===== config.mk =====
export PLATFORM = sky130hd
export DESIGN_NAME = match_timer
export DESIGN_NICKNAME = d
export VERILOG_FILES = /design/src/rtl/match_timer.sv
export SDC_FILE = /design/constraint.sdc
export NUM_CORES = 1
export LEC_CHECK = 0
export ABC_AREA = 1
export CAP_MARGIN = 0
export CORE_MARGIN = 5
export CORE_UTILIZATION = 30
export DETAILED_ROUTE_END_ITERATION = 16
export GPL_TIMING_DRIVEN = 0
export PLACE_DENSITY_LB_ADDON = 0.08
export SYNTH_ARGS = -nofsm -noshare
export SYNTH_HDL_FRONTEND = slang
export SYNTH_SLANG_ARGS = --single-unit

===== constraint.sdc =====
create_clock -name clock -period 1.9 [get_ports clock]
set_input_delay 0.19 -clock clock [delete_from_list [all_inputs] [get_ports clock]]
set_output_delay 0.19 -clock clock [all_outputs]
set_load 0.005 [all_outputs]

===== src/rtl/match_timer.sv =====
// Pong match countdown timer: counts a preset MM:SS down to 00:00 in BCD on 1 Hz tick edges.
// Start/pause/clear control with clear > pause > start; all outputs come straight from flops.
module match_timer #(
  parameter int START_MIN = 3,
  parameter int START_SEC = 0
) (
  input  logic       clock,
  input  logic       reset_n,
  input  logic       tick,
  input  logic       start,
  input  logic       pause,
  input  logic       clear,
  output logic [3:0] min_tens,
  output logic [3:0] min_ones,
  output logic [3:0] sec_tens,
  output logic [3:0] sec_ones,
  output logic       running,
  output logic       paused,
  output logic       expired,
  output logic       time_up
);

  typedef enum logic [1:0] {
    S_IDLE  = 2'd0,
    S_RUN   = 2'd1,
    S_PAUSE = 2'd2,
    S_EXP   = 2'd3
  } state_t;

  localparam logic [15:0] PRESET = {4'(START_MIN / 10), 4'(START_MIN % 10),
                                    4'(START_SEC / 10), 4'(START_SEC % 10)};

  state_t      state_q, state_d;
  logic [15:0] digits_q, digits_d, digits_dec;
  logic        tick_q, tick_rise;
  logic        running_q, paused_q, expired_q, time_up_q;
  logic        time_up_d;

  // One-second BCD borrow chain over {min_tens, min_ones, sec_tens, sec_ones}.
  function automatic logic [15:0] dec_bcd(input logic [15:0] d);
    logic [3:0] mt, mo, st, so;
    {mt, mo, st, so} = d;
    if (so != 4'd0) begin
      so = so - 4'd1;
    end else begin
      so = 4'd9;
      if (st != 4'd0) begin
        st = st - 4'd1;
      end else begin
        st = 4'd5;
        if (mo != 4'd0) begin
          mo = mo - 4'd1;
        end else begin
          mo = 4'd9;
          mt = mt - 4'd1;
        end
      end
    end
    return {mt, mo, st, so};
  endfunction

  assign tick_rise  = tick & ~tick_q;
  assign digits_dec = dec_bcd(digits_q);

  always_comb begin
    state_d   = state_q;
    digits_d  = digits_q;
    time_up_d = 1'b0;
    if (clear) begin
      state_d  = S_IDLE;
      digits_d = PRESET;
    end else begin
      case (state_q)
        S_IDLE: begin
          if (!pause && start) begin
            if (PRESET == 16'h0000) begin
              state_d   = S_EXP;
              time_up_d = 1'b1;
            end else begin
              state_d = S_RUN;
            end
          end
        end
        S_RUN: begin
          // A tick coinciding with pause still counts; reaching 00:00 wins over pause.
          if (tick_rise) digits_d = digits_dec;
          if (tick_rise && digits_dec == 16'h0000) begin
            state_d   = S_EXP;
            time_up_d = 1'b1;
          end else if (pause) begin
            state_d = S_PAUSE;
          end
        end
        S_PAUSE: begin
          if (!pause && start) state_d = S_RUN;
        end
        default: begin
          state_d = state_q;
        end
      endcase
    end
  end

  always_ff @(posedge clock or negedge reset_n) begin
    if (!reset_n) begin
      state_q   <= S_IDLE;
      digits_q  <= PRESET;
      tick_q    <= 1'b0;
      running_q <= 1'b0;
      paused_q  <= 1'b0;
      expired_q <= 1'b0;
      time_up_q <= 1'b0;
    end else begin
      state_q   <= state_d;
      digits_q  <= digits_d;
      tick_q    <= tick;
      running_q <= (state_d == S_RUN);
      paused_q  <= (state_d == S_PAUSE);
      expired_q <= (state_d == S_EXP);
      time_up_q <= time_up_d;
    end
  end

  assign {min_tens, min_ones, sec_tens, sec_ones} = digits_q;
  assign running = running_q;
  assign paused  = paused_q;
  assign expired = expired_q;
  assign time_up = time_up_q;

endmodule


==> impl_metrics.toml, run 1 <==
[yosys]
synth_top_area_cell = "dfrtp_1"
ys_seq_elements = 23
yosysMostFrequentCell = "nand2_1"
netlist_top_cells_area = "dfrtp_1 (36%), nand2_1 (9.3%), inv_1 (8.8%)"
synth_commonest_cells = "nand2_1 (36), inv_1 (34), nor2_1 (30), dfrtp_1 (21), nand3_1 (18)"
synth_async_sr_flop_share_pct = 100
yosysWarnings = 0
synth_area_per_cell_sq_um = 7.17
yosysSeqAreaShare_pct = 39.9
synth_enable_flop_cells = 0
syn_inst = 202
synth_top_cell_area_share_pct = 36.3
synth_area_sq_mm = 0.00145
synth.distinct_cells = 25
syn_nets = 209
synthFlopType = "dfrtp_1"

[clock_network]
cts_root_buf = "clkbuf_8"
cts_made_buffers = 3
ctsHoldBuffers = 0
clk_pin_slew_worst_paths_ns = 0.09
cts.path.max_buffers = 2
h-tree-depth = 1
cts_sinks = 23
clk-insertion-delay-late_ns = 0.27
cts_tree = "yes"

[drt]
drt_iter0_drc = 40
ant_nets = 0
wl_per_cell_um = 12.8
vias = 1384
wirelength_mm = 3.83
drc = 0
vias_per_cell = 4.64
drt-pass1-iter-count = 4

[sta]
hold_violations = 0
slew_viol_final = 0
clock.fmax_ghz = 0.553
period_needed_ns = 1.81
post-route-period-util_pct = 95.1
fin_skew_ns = 0.00231
tns_ns = 0
max_slew_margin_pct = 26.6
rsz0062_at_grt = "yes"
worst_pin_slew_ns = 1.10
finalSetupViolations = 0
finalHoldWorstSlack_ns = 0.370
layout_setup_ws_ns = 0.0933

[power]
p_leak_uw = 0.000915
irDropWorstVdd_v = 0.000275
power.total_uw = 1010
power_density_mw_per_mm2 = 504

[final_layout]
regArea_sq_um = 583
fin_nets = 252
fillCellCount = 516
stdcell_count = 298
multi_input_area_sq_um = 776
drive_gt1_share_pct = 27.9
area_growth_pct = 38.0
antenna_cells = 0

[placement]
pre_cts_slack_ns = -0.295
dpl.cell_count = 281
gp_congestion = 0.807
detailed_place_hpwl_mm = 2.71
portBuffers = 25

[floorplan]
rows = 25
initial_core_util_pct = 30.9
core_sq_mm = 0.00469
die_x_um = 79.5
dieArea_sq_mm = 0.00631
die_h_um = 79.5
pin_count = 26

[hold_path]
min_from = "tick"
hold_class = "primary input to flip-flop"

[grt]
gr-usage-all-layers_pct = 12.3
grt_pass1_wl_mm = 6.04
overflow = 0
antenna_found_initial = 0
grt_max_degree = 24
first_global_vias = 1312

[flow_run]
drv_cap = 0

[critical_path]
path_class = "flip-flop to flip-flop"
critPathLaunch = "digits_q[2]"
worst-path-max-fanout = 7
end_kind = "flip-flop"
start_kind = "flip-flop"
worstReg2RegStart = "digits_q[2]"
crit_arrival_ns = 1.98
required_ns = 2.08

[outcome]
run_status = "finished clean"
==> area by class of cell <==
| type | count | area share (%) |
|---|---|---|
| plain buffers | 2 | 1.00 |
| clock buffers | 4 | 2.25 |
| inverters | 40 | 7.76 |
| multi-input cells | 137 | 38.8 |
| flip-flops and latches | 23 | 29.2 |
| well taps | 54 | 3.38 |
| repair buffers | 38 | 17.6 |
==> routing by layer <==
metal | part of all wire, % | vias up | global-route usage, %
li1 | - | 721 | -
met1 | 48 | 635 | 15.9
met2 | 47 | 23 | 20.5
met3 | 3.8 | 5 | 2.48
met4 | 1.5 | 0 | 4.12
met5 | 0 | - | 0
==> final timing paths <==
path | to | depth (start not counted) | slack (ns)
min | tick_q | 1 | 0.37
min in group asynchronous | digits_q[2] | 1 | 0.50
min reg2reg | digits_q[9] | 2 | 0.60
max reg2reg | paused | 16 | 0.09
max | paused | 16 | 0.09
max in group asynchronous | digits_q[11] | 1 | 0.67
==> through the flow <==
step                util [%]  area, sq um
CTS                     38.6         1810
global placement        37.6         1770
finish                  42.6         2000
detailed placement      37.6         1770
global route            42.6         2000
floorplan                  -         1450
==> state kept, by name (all words and copies together) (netlist names) <==
register	count
tick_q	1
time_up	1
digits_q	16
running	1
paused	1
expired	1
state_q	2
==> worst max-delay path, stage by stage (launching register included) <==
cell     delay [ns]
dfrtp_1        0.43
nor2_4         0.18
nand2_4        0.11
inv_4          0.07
buf_8          0.12
buf_6          0.13
nand3_2        0.07
nand2_2        0.09
inv_2          0.04
nand2_2        0.07
inv_1          0.04
nand2_1        0.05
nor2_1         0.04
nand3_1        0.09
nand2_2        0.08
nand2_1        0.06
inv_1          0.03
==> what timing repair did <==
item	in CTS	in global routing
buffers inserted	0	13
setup endpoints to repair	1	8
gates resized for setup	1	33
pin swaps	0	17
gates cloned	0	0
==> cell families (layout without fill, tap and decap cells) <==
kind of cell	count (synthesis)	in the layout	synth area share (%)
flip-flops	23	23	39.9
buffers and inverters	42	84	11.7
AO/OA/AOI/OAI	25	25	9.33
adder cells (fa/ha/maj)	1	1	0.864
AND/OR/NAND/NOR	111	111	38.2
==> cell usage in the layout (no fill, tap or decap), drive strengths merged, types with 8 or more instances in the layout <==
cell / synthesis / routed
buf: 1 / 14
clkdlybuf4s50: 0 / 25
dfrtp: 21 / 21
inv: 38 / 38
nand2: 49 / 49
nand3: 19 / 19
nor2: 36 / 36
o21ai: 12 / 12
o22ai: 8 / 8
==> power by group <==
part	internal, uW	switching (uW)	total (uW)	leakage [uW]
combinational	75.4	103	179	0.000589
sequential	500	7.72	508	0.000303
clock	150	169	320	0.0000228
total	726	281	1010	0.000915
Note: power is estimated with default switching activity, not from simulation.
==> inputs of run 2 (changes only) <==
--- a/config.mk
+++ b/config.mk
@@ -9,6 +9,7 @@
 export CAP_MARGIN = 0
 export CORE_MARGIN = 5
 export CORE_UTILIZATION = 30
+export CTS_CLUSTER_SIZE = 10
 export DETAILED_ROUTE_END_ITERATION = 16
 export GPL_TIMING_DRIVEN = 0
 export PLACE_DENSITY_LB_ADDON = 0.08
==> results of run 2 <==
Final layout, timing and power as in run 1 (identical DEF).
